--- src/rtl/bus_adapter_pkg.sv ---
// rtl/bus_adapter_pkg.sv - shared sizing helpers and message entry type for the bus adapters
package bus_adapter_pkg;

    localparam int DEF_OWIDTH = 32;
    localparam int DEF_WIDTH  = 128;
    localparam int DEPTH      = 2;

    function automatic int calc_n(input int w, input int ow);
        return w / ow;
    endfunction

    function automatic int calc_lw(input int n);
        return $clog2(n) + 1;
    endfunction

    localparam int DEF_N  = calc_n(DEF_WIDTH, DEF_OWIDTH);
    localparam int DEF_LW = calc_lw(DEF_N);

    typedef struct packed {
        logic [DEF_WIDTH-1:0] data;
        logic [DEF_LW-1:0]    len;
    } msg_entry_t;

    // Beats arrive MSB first: beat k occupies the k-th slice counted from the top.
    function automatic int slice_lo(input int idx, input int w, input int ow);
        return w - ow * (idx + 1);
    endfunction

endpackage

--- src/rtl/bus_msg_queue.sv ---
// rtl/bus_msg_queue.sv - two-entry first/deq message FIFO with synchronous clear
module bus_msg_queue
    import bus_adapter_pkg::*;
#(
    parameter type entry_t = msg_entry_t
) (
    input  logic   CLK,
    input  logic   nRST,
    input  logic   clear,
    input  logic   enq,
    input  entry_t enq_data,
    output logic   enq_rdy,
    input  logic   deq,
    output entry_t first,
    output logic   first_valid
);

    entry_t     mem_q [DEPTH];
    logic       rd_ptr_q;
    logic       wr_ptr_q;
    logic [1:0] count_q;
    logic       do_push;
    logic       do_pop;

    assign do_push     = enq && (count_q != 2'(DEPTH));
    assign do_pop      = deq && (count_q != 2'd0);
    assign enq_rdy     = (count_q != 2'(DEPTH));
    assign first_valid = (count_q != 2'd0);
    assign first       = first_valid ? mem_q[rd_ptr_q] : '0;

    always_ff @(posedge CLK or negedge nRST) begin
        if (!nRST) begin
            rd_ptr_q <= 1'b0;
            wr_ptr_q <= 1'b0;
            count_q  <= 2'd0;
        end else if (clear) begin
            rd_ptr_q <= 1'b0;
            wr_ptr_q <= 1'b0;
            count_q  <= 2'd0;
        end else begin
            if (do_push) wr_ptr_q <= ~wr_ptr_q;
            if (do_pop)  rd_ptr_q <= ~rd_ptr_q;
            count_q <= count_q + {1'b0, do_push} - {1'b0, do_pop};
        end
    end

    // Storage needs no reset: it is only visible through first while count is nonzero.
    always_ff @(posedge CLK) begin
        if (do_push && !clear) mem_q[wr_ptr_q] <= enq_data;
    end

endmodule

--- src/rtl/bus_deserializer.sv ---
// rtl/bus_deserializer.sv - reassembles owidth beats into width messages; optional BUS_DESERIALIZER_PROTOCOL_CHECK_EN
module bus_deserializer
    import bus_adapter_pkg::*;
#(
    parameter  int owidth = DEF_OWIDTH,
    parameter  int width  = DEF_WIDTH,
    localparam int N      = calc_n(width, owidth),
    localparam int LW     = calc_lw(N)
) (
    input  logic              CLK,
    input  logic              nRST,
    input  logic              in_enq__ENA,
    input  logic [owidth-1:0] in_enq_v,
    input  logic              in_enq_last,
    output logic              in_enq__RDY,
    output logic [width-1:0]  out_first,
    output logic [LW-1:0]     out_first_len,
    output logic              out_first__RDY,
    input  logic              out_deq__ENA,
    output logic              out_deq__RDY,
    input  logic              clear__ENA,
    output logic              clear__RDY
`ifdef BUS_DESERIALIZER_PROTOCOL_CHECK_EN
   ,output logic              proto_err,
    output logic [7:0]        err_count
`endif
);

    typedef struct packed {
        logic [width-1:0] data;
        logic [LW-1:0]    len;
    } entry_t;

    logic [LW-1:0]    idx_q, idx_d;
    logic [width-1:0] asm_q, asm_d;
    logic             push;
    logic             complete;
    entry_t           push_entry;
    entry_t           head;

    always_comb begin
        asm_d    = asm_q;
        idx_d    = idx_q;
        push     = 1'b0;
        complete = 1'b0;
        if (clear__ENA) begin
            asm_d = '0;
            idx_d = '0;
        end else if (in_enq__ENA) begin
            complete = in_enq_last || (idx_q == LW'(N - 1));
            if (idx_q == '0) asm_d = '0;
            asm_d[slice_lo(int'(idx_q), width, owidth) +: owidth] = in_enq_v;
            push  = complete;
            idx_d = complete ? '0 : idx_q + LW'(1);
        end
    end

    assign push_entry.data = asm_d;
    assign push_entry.len  = idx_q + LW'(1);

    always_ff @(posedge CLK or negedge nRST) begin
        if (!nRST) begin
            idx_q <= '0;
            asm_q <= '0;
        end else begin
            idx_q <= idx_d;
            asm_q <= asm_d;
        end
    end

    bus_msg_queue #(.entry_t(entry_t)) u_queue (
        .CLK         (CLK),
        .nRST        (nRST),
        .clear       (clear__ENA),
        .enq         (push),
        .enq_data    (push_entry),
        .enq_rdy     (in_enq__RDY),
        .deq         (out_deq__ENA && !clear__ENA),
        .first       (head),
        .first_valid (out_first__RDY)
    );

    assign out_first     = head.data;
    assign out_first_len = head.len;
    assign out_deq__RDY  = out_first__RDY;
    assign clear__RDY    = 1'b1;

`ifdef BUS_DESERIALIZER_PROTOCOL_CHECK_EN
    logic       proto_err_q;
    logic [7:0] err_count_q;
    logic       overlong;

    // Filling the last slice without a last flag truncates an overlong message.
    assign overlong = in_enq__ENA && !clear__ENA && !in_enq_last && (idx_q == LW'(N - 1));

    always_ff @(posedge CLK or negedge nRST) begin
        if (!nRST) begin
            proto_err_q <= 1'b0;
            err_count_q <= 8'd0;
        end else if (clear__ENA) begin
            proto_err_q <= 1'b0;
            err_count_q <= 8'd0;
        end else if (overlong) begin
            proto_err_q <= 1'b1;
            if (err_count_q != 8'hFF) err_count_q <= err_count_q + 8'd1;
        end
    end

    assign proto_err = proto_err_q;
    assign err_count = err_count_q;
`endif

endmodule

--- config.mk ---
export PLATFORM = sky130hd
export DESIGN_NAME = bus_deserializer
export DESIGN_NICKNAME = d
export VERILOG_FILES = /design/src/rtl/bus_adapter_pkg.sv /design/src/rtl/bus_msg_queue.sv /design/src/rtl/bus_deserializer.sv
export SDC_FILE = /design/constraint.sdc
export NUM_CORES = 1
export LEC_CHECK = 0
export ABC_AREA = 1
export CAP_MARGIN = 0
export CORE_AREA = 10 10 280 282
export CTS_BUF_LIST = sky130_fd_sc_hd__clkbuf_4
export DETAILED_ROUTE_END_ITERATION = 8
export DIE_AREA = 0 0 290 292
export PLACE_DENSITY = 0.38
export REMOVE_ABC_BUFFERS = 1
export SYNTH_ARGS = -nofsm -noshare
export SYNTH_HDL_FRONTEND = slang
export SYNTH_SLANG_ARGS = --single-unit
--- constraint.sdc ---
create_clock -name CLK -period 8.5 [get_ports CLK]
set_clock_uncertainty 0.05 [all_clocks]
set_input_delay 1.7 -clock CLK [delete_from_list [all_inputs] [get_ports CLK]]
set_output_delay 1.7 -clock CLK [all_outputs]
set_load 0.02 [all_outputs]
Word-level counts from Yosys, hierarchy flattened
Memory sizes are Yosys's and may differ from the RTL's.
Index checks and enable logic that the tools add are counted.

word-level totals
  register bits after elaboration = 135
  bits in latches = 0
  memory bits (writable) = 262
  memory bits (read-only) = 0
  input bits = 38
  output and inout port bits = 135
  word-level logic and storage cells = 48
  memories kept = 1

memory list
  memory         depth  width  rd ports  clocked after Yosys merged registers in  wr ports  RTL line             RTL
  u_queue.mem_q  2      131    1         0                                        1         bus_msg_queue.sv:18  entry_t mem_q [DEPTH];

operators by class
  $add $sub $neg = 6
  multiply operators = 0
  divide/modulo/power cells = 0
  magnitude comparators = 0
  eq/ne operators = 2
  shift-type cells = 2
  multiplexer cells = 19
  bitwise operators = 2
  reduce and logical (&&, ||, !) cells = 11

operators by type and width
  kind                                                      count
  two-way mux 128 bit                                       5
  two-way mux 131 bit                                       1
  bitwise mux 128 bit                                       1
  variable shift 32 x 33 -> 128 bit (first input constant)  1
  variable part select 32 x 33 -> 128 bit                   1
  negator 10 -> 33 bit                                      1
  subtractor 8 x 9 -> 10 bit (first input constant)         1
  two-way mux 3 bit                                         3
  two-way mux 1 bit                                         8
  nonzero test 2 bit                                        4
  adder 3 x 1 -> 4 bit (second input constant)              1
  logical AND 1 bit                                         4
  adder 3 x 1 -> 3 bit (second input constant)              1
  == test 3 x 2 -> 1 bit (second input constant)            1
  logical NOT 3 bit                                         1
  adder 2 x 1 -> 2 bit                                      1
  two-way mux 2 bit                                         1
  != test 2 bit (second input constant)                     1
  inverter 1 bit                                            2
  subtractor 2 x 1 -> 2 bit                                 1
  logical NOT 1 bit                                         1
  logical OR 1 bit                                          1

Depth between registers and ports, before layout
Gate-level depths: netlist of run 1.

  depth in word-level cells = 8
  gate-level depth with buffers = 20
  mapped depth without buffers = 19

By module
Synthesis of run 1 repeated with hierarchy kept, for this count alone.

second synthesis, totals
  cell total of the unflattened synthesis = 1921
  area total of the unflattened synthesis = 18011.0 µm²

by module, submodules not included
  module            times used  cells each  area each (µm²)
  bus_msg_queue     1           735         10063.4
  bus_deserializer  1           1186        7947.6

Least setup slack after synthesis of run 1
OpenSTA, ideal clock, no wires.

  path kind = input port to flip-flop
  start point = input clear__ENA
  end point = memory u_queue.mem_q[0][0] (netlist bit), enable pin
  arrival = 7.797 ns
  required time = 7.827 ns
  setup slack = 0.030 ns
  cell stages on the path = 4
  path through = clkbuf_1 > nor4_1 > inv_1 > nor2_1

between the ends
  longest elaborated chain between the ends = 5
  elaborated cells on any way between the ends = 6

RTL lines
  element                                    RTL line                RTL
  start, declared                            bus_deserializer.sv:21  input logic clear__ENA,
  two-way mux 1 bit                          bus_deserializer.sv:46  if (clear__ENA) begin
  logical AND 1 bit                          bus_msg_queue.sv:25     assign do_push = enq && (count_q != 2'(DEPTH));
  logical AND 1 bit *                        bus_msg_queue.sv:49     if (do_push && !clear) mem_q[wr_ptr_q] <= enq_data;
  two-way mux 1 bit *                        bus_msg_queue.sv:49
  two-way mux 1 bit (not written as such) *  bus_msg_queue.sv:49
  end, declared                              bus_msg_queue.sv:18

Every way passes the cells marked *; elsewhere a longest branch is shown, timed or not.

Final worst setup path of run 1
  start point = register u_queue.rd_ptr_q
  end point = output out_first[71]

between the ends
  longest elaborated chain between the ends = 2

RTL lines
  element                 RTL line                RTL
  start, declared         bus_msg_queue.sv:19     logic rd_ptr_q;
  start signal, assigned  bus_msg_queue.sv:42     if (do_pop) rd_ptr_q <= ~rd_ptr_q;
  memory (2 x 131 bit)    --
  two-way mux 131 bit     bus_msg_queue.sv:29     assign first = first_valid ? mem_q[rd_ptr_q] : '0;
  end, declared           bus_deserializer.sv:16  output logic [width-1:0] out_first,

No other way between the ends.

==> results of run 1 <==
final timing paths:
kind,slack [ns],from,end,cells after the start
setup / recovery,2.73,u_queue.rd_ptr_q,out_first[71],5
setup reg to reg,3.30,idx_q[0],u_queue.mem_q[0][119],18
hold reg to reg,0.50,asm_q[9],asm_q[9],2
max in group asynchronous,6.00,nRST,u_queue.rd_ptr_q,2
hold / removal,0.50,asm_q[9],asm_q[9],2
min in group asynchronous,0.80,nRST,asm_q[101],1
area by class of cell:
class	instances	area, sq um
Fill cell	7662	50400
Sequential cell	397	11200
Multi-Input combinational cell	1203	5430
Timing Repair Buffer	189	1870
Clock buffer	185	1390
Tap cell	959	1200
Inverter	220	837
Clock inverter	28	244
Antenna cell	4	10.0
metal layers:
metal  vias up  global-route usage  share of wire  wire length, microns
met1      6963               0.194           0.47                 29300
met3       107              0.0345          0.056                  3490
met4         0              0.0437          0.023                  1400
met2       399               0.222           0.45                 28000
met5         -                   0              0                     0
li1       6842                   -              -                     -
per-stage QoR:
step	TNS, ns	worst slack, ns	hold slack, ns	cells	power (mW)
after floorplan	-136.71	-0.522	0.431	1820	2.63
after global placement	0	3.25	0.493	2968	3.06
after detailed placement	0	3.23	0.500	2968	3.07
after CTS	0	2.54	0.508	3181	5.08
after global routing	0	2.41	0.546	3185	5.25
final	0	2.73	0.503	3185	4.98
state kept, by name, indices dropped and copies added (netlist names):
name / cells
asm_q: 128
idx_q: 3
u_queue.count_q: 2
u_queue.mem_q: 262
u_queue.rd_ptr_q: 1
u_queue.wr_ptr_q: 1
worst min-delay path: stages (launching register included):
cell     delay, ns
dfrtp_1       0.36
nand2_1       0.06
o21ai_1       0.08
power groups by stage:
stage	sequential, mW	clock (mW)	combinational [mW]
CTS	2.15	2.05	0.881
floorplan	2.20	0	0.431
global route	2.16	2.16	0.940
global placement	2.19	0	0.873
finish	2.15	1.98	0.851
detailed placement	2.19	0	0.876
logic make-up (layout without fill, tap and decap cells):
family	count (synthesis)	count (layout)	synth area share
buf+inv	356	622	0.0787
other cells	1	5	0.000208
fa+ha+maj	13	13	0.00902
simple gates	857	857	0.196
xor+xnor	2	2	0.000972
compound gates	330	330	0.0917
flops	397	397	0.624
Yosys cell counts:
| cell | instances |
|---|---|
| clkbuf_1 | 108 |
| a21oi_1 | 197 |
| ha_1 | 13 |
| nor3_1 | 3 |
| nand4_1 | 33 |
| xnor2_1 | 1 |
| inv_1 | 215 |
| conb_1 | 1 |
| o21ai_1 | 4 |
| o22ai_1 | 2 |
| nor2_4 | 1 |
| edfxtp_1 | 262 |
| nand3_2 | 1 |
| buf_2 | 6 |
| nand2_2 | 3 |
| xor2_1 | 1 |
| dfrtp_1 | 135 |
| or2_2 | 4 |
| nand2_1 | 436 |
| clkinv_1 | 3 |
| nand4_2 | 1 |
| buf_1 | 8 |
| buf_4 | 8 |
| inv_2 | 2 |
| buf_6 | 6 |
| nor2_2 | 1 |
| nand3_4 | 1 |
| nor4_1 | 1 |
| nand3_1 | 133 |
| o21ai_0 | 127 |
| nor2_1 | 239 |
==> qor.yml, run 1 <==
run_status: "finished clean"
grt_overflow_total: 0
fmax_mhz: 173
viasPerCell: 4.49
numCtsBuffers: 113
grt_pass1_vias: 14300
cts_resized: 0
avgSynthCellArea_sq_um: 9.22
grt_setup_unrepaired: "false"
swShare: 0.295
synthToLayoutAreaGrowth_pct: 23.3
drt_iter0_markers: 883
p_sw_mw: 1.47
syn_area_sq_um: 18000
holdBufCountCts: 0
cp_num_buf_inv: 3
synthDistinctLibCells: 31
pwr-share-comb: 0.171
grt_max_degree: 109
initial_core_util: 0.248
die-area_sq_um: 84700
ys.warnings.count: 0
drcViolationCount: 0
hpwlAfterDp_mm: 35.3
peakVddDrop_mv: 0.108
drt_wl_total_mm: 62.2
internal_power_mw: 3.51
rows: 99
p_per_area_nw_per_um2: 224
final_common_cell: "nand2_1"
fin_crit_sh: 0.679
grt_pass1_wl_mm: 93.1
fin_util: 0.306
critical_path.top_delay_family: "buffers and inverters"
final_cell_mix: "434 x nand2_1, 262 x edfxtp_1, 234 x nor2_1, 211 x inv_1, 196 x a21oi_1"
path_max_fanout: 78
cp_cell_sequence: "buf_4 -> buf_4 -> nand2_1 -> a21oi_1 -> clkdlybuf4s50_1"
cts_tree: "built"
drive_above_1_share: 0.110
p_seq_frac: 0.432
cp.arrival_ns: 4.02
report.final.slew_viol_count: 0
cap_violations: 0
ios: 173
finalHoldViolations: 0
numPortBuffers: 171
cpPeakStageDelay_ns: 0.76
cts.sinks: 397
h-tree-depth: 3
cpMostUsedCell: "buf_4"
endpoint_kind: "output pin"
synth_top_area_share: 0.436
slew_headroom: 0.298
avgRoutedWirePerCell_microns: 19.5
dpl_cell_area_sq_um: 20600
nets: 2175
antenna_found_initial: 2
p_leak_nw: 8.98
dr.pass1.iters: 5
synth_cells: 1956
cts-root-buf: "clkbuf_4"
setup_viol: 0
fp.dieH_microns: 292
crit_type: "flip-flop to output pin"
yosysSeqAreaShare: 0.624
yosys.area.top_type: "edfxtp_1"
cts.clk_slew.worst_paths_ns: 0.06
pwr-share-clk: 0.397
num_vias: 14300
grt.total_usage: 0.143
crit_path_top_delay_cell: "buf_4"
die_x_microns: 290
required_ns: 6.75
drtAntennaViolNets: 0
core_area_sq_um: 72600
synthTopCellsByArea: "edfxtp_1 44%, dfrtp_1 19%, nand2_1 9.1%, a21oi_1 5.5%, nor2_1 5.0%"
min_path_type: "flip-flop to flip-flop"
start_kind: "flip-flop"
worstMarginPinSlew_ns: 1.05
synth_seq_cells: 397
insertion_delay_ns: 0.91
fin_crit_ns: 5.77
globalplace.congestion: 0.739
post_cts_buffers: 0
design_area_sq_um: 22200
cts.path.max_buffers: 3
Note: power is estimated with default switching activity, not from simulation.
==> inputs of run 2 (changes only) <==
--- a/config.mk
+++ b/config.mk
@@ -11,7 +11,7 @@
 export CTS_BUF_LIST = sky130_fd_sc_hd__clkbuf_4
 export DETAILED_ROUTE_END_ITERATION = 8
 export DIE_AREA = 0 0 290 292
-export PLACE_DENSITY = 0.38
+export PLACE_DENSITY = 0.4
 export REMOVE_ABC_BUFFERS = 1
 export SYNTH_ARGS = -nofsm -noshare
 export SYNTH_HDL_FRONTEND = slang
==> constraint.sdc (replaced) <==
create_clock -name CLK -period 5.28 [get_ports CLK]
set_clock_uncertainty 0.05 [all_clocks]
set_input_delay 1.056 -clock CLK [delete_from_list [all_inputs] [get_ports CLK]]
set_output_delay 1.056 -clock CLK [all_outputs]
set_load 0.02 [all_outputs]
==> run 2 against run 1 <==
- via count is 1.6% higher
- clock power rose by 48%
- sequential share of layout area is 0.12 points lower
- non-clock buffer count up 13
- largest cell class unchanged
- largest power group unchanged
- highest routed layer unchanged
==> qor.yml, run 2 (synthesized netlist as in run 1, its figures left out) <==
numCtsBuffers: 116  # +2.7%
insertion_delay_ns: 0.91  # about the same
crit_type: "flip-flop to output pin"
h-tree-depth: 3  # unchanged
reg2regPathDepth: 17  # -1
largest_reg_flops: 262  # unchanged
cap_violations: 0  # unchanged
report.final.slew_viol_count: 0  # unchanged
grt_setup_unrepaired: "false"
drt_iter0_markers: 935  # +5.9%
die_x_microns: 290  # unchanged
grt.total_usage: 0.149  # +0.00637
grt_pass1_wl_mm: 96.7  # +3.9%
cts.path.max_buffers: 3  # unchanged
path_max_fanout: 43  # -45%
required_ns: 4.17  # -2.58 ns
p_sw_mw: 2.44  # +66%
r2r_start: "idx_q[0]"
dr.pass1.iters: 5  # unchanged
drcViolationCount: 0  # unchanged
hold_ws_ns: 0.186  # -0.317 ns
fp.dieH_microns: 292  # unchanged
rows: 99  # unchanged
cts_tree: "built"
initial_core_util: 0.248  # unchanged
ios: 173  # unchanged
globalplace.congestion: 0.765  # +3.6%
die-area_sq_um: 84700  # unchanged
dpl_cell_area_sq_um: 20800  # +0.88%
grt_pass1_vias: 14900  # +3.6%
avgRoutedWirePerCell_microns: 20.2  # +3.2%
post_cts_buffers: 0  # unchanged
final_common_cell: "nand2_1"
core_area_sq_um: 72600  # unchanged
cts.sinks: 397  # unchanged
holdBufCountCts: 0  # unchanged
p_seq_frac: 0.443  # +0.011
drt_wl_total_mm: 64.7  # +3.9%
cts-root-buf: "clkbuf_4"
drive_above_1_share: 0.111  # +0.00140
min_path_type: "primary input to asynchronous set/reset pin"
p_per_area_nw_per_um2: 352  # +57%
setup_viol: 0  # unchanged
fin_crit_ns: 4.68
internal_power_mw: 5.40  # +54%
design_area_sq_um: 22300  # +0.24%
nets: 2191  # +0.74%
numPortBuffers: 171  # unchanged
cp.arrival_ns: 3.58  # -0.44 ns
viasPerCell: 4.54  # +1.0%
p_leak_nw: 9.00  # +0.14%
peakVddDrop_mv: 0.138  # +28%
finalHoldViolations: 0  # unchanged
cts.clk_slew.worst_paths_ns: 0.06  # about the same
pwr-share-comb: 0.183  # +0.012
cts_resized: 0  # unchanged
top_regs: "u_queue.mem_q x262, asm_q x128, idx_q x3"
post-place-ws_ns: 0.842  # -2.39 ns
fin_util: 0.307  # +0.000741
run_status: "finished clean"
final_cell_mix: "434 x nand2_1, 262 x edfxtp_1, 234 x nor2_1, 211 x inv_1, 196 x a21oi_1"
regToRegSetupSlack_ns: 0.84  # -2.46 ns
grt_max_degree: 79  # -28%
antenna_found_initial: 2  # unchanged
grt_overflow_total: 0  # unchanged
fmax_mhz: 214
regMostFlops: "u_queue.mem_q"
start_kind: "flip-flop"
swShare: 0.311  # +0.0159
hpwlAfterDp_mm: 36.0  # +1.9%
pwr-share-clk: 0.374  # -0.023
worstMarginPinSlew_ns: 1.18  # +0.129 ns
drtAntennaViolNets: 0  # unchanged
slew_headroom: 0.210  # -0.0876
fin_crit_sh: 0.887
synthToLayoutAreaGrowth_pct: 23.6
num_vias: 14500  # +1.6%
r2r_end: "u_queue.mem_q[1][52]"
setup_ws_ns: 0.596  # -2.14 ns
endpoint_kind: "output pin"
-- run 2: layer usage --
layer  vias to the layer above  wire, microns  track usage
met5                         -              0            0
li1                       6875              -            -
met3                       104           3680       0.0363
met2                       433          29100        0.236
met4                         0           1290       0.0445
met1                      7135          30600        0.200
-- run 2: power groups by stage --
stage	combinational (mW)	clock (mW)	sequential (mW)
2_1_floorplan	0.694	0	3.55
3_3_place_gp	1.46	0	3.54
3_5_place_dp	1.47	0	3.54
4_1_cts	1.48	3.03	3.47
5_1_grt	1.58	3.20	3.48
6_report	1.44	2.93	3.47
-- run 2: worst max path at each step --
| stage | startpoint | end | slack (ns) | cells past startpoint |
|---|---|---|---|---|
| 5_1_grt | u_queue.rd_ptr_q | out_first[95] | 0.39 | 5 |
| 3_3_place_gp | idx_q[0] | u_queue.mem_q[0][101] | 0.92 | 17 |
| 6_report | u_queue.rd_ptr_q | out_first[73] | 0.60 | 5 |
| 3_5_place_dp | idx_q[0] | u_queue.mem_q[0][125] | 0.84 | 17 |
| 4_1_cts | u_queue.rd_ptr_q | out_first[39] | 0.49 | 5 |
| 2_1_floorplan | in_enq__ENA | u_queue.mem_q[0][0] | -3.10 | 4 |
-- run 2: final cells by class --
cell class	count	area [sq um]
Fill cell	7705	50300
Sequential cell	397	11200
Multi-Input combinational cell	1203	5430
Timing Repair Buffer	202	2050
Clock buffer	179	1340
Tap cell	959	1200
Inverter	220	836
Clock inverter	38	155
Antenna cell	7	17.5
-- run 2: critical path: stages (launching register included) --
cell and delay [ns]:
dfrtp_4 0.68, inv_6 0.45, buf_4 0.40, nand2_1 0.09, a21oi_1 0.34, clkdlybuf4s50_1 0.71
-- run 2: through the flow --
step                      setup TNS, ns  instances  total power, mW
after detailed placement              0       2981             5.01
after global placement                0       2981             5.00
after global routing                  0       3204             8.26
final                                 0       3205             7.84
after floorplan                -1002.75       1820             4.24
after CTS                             0       3198             7.98
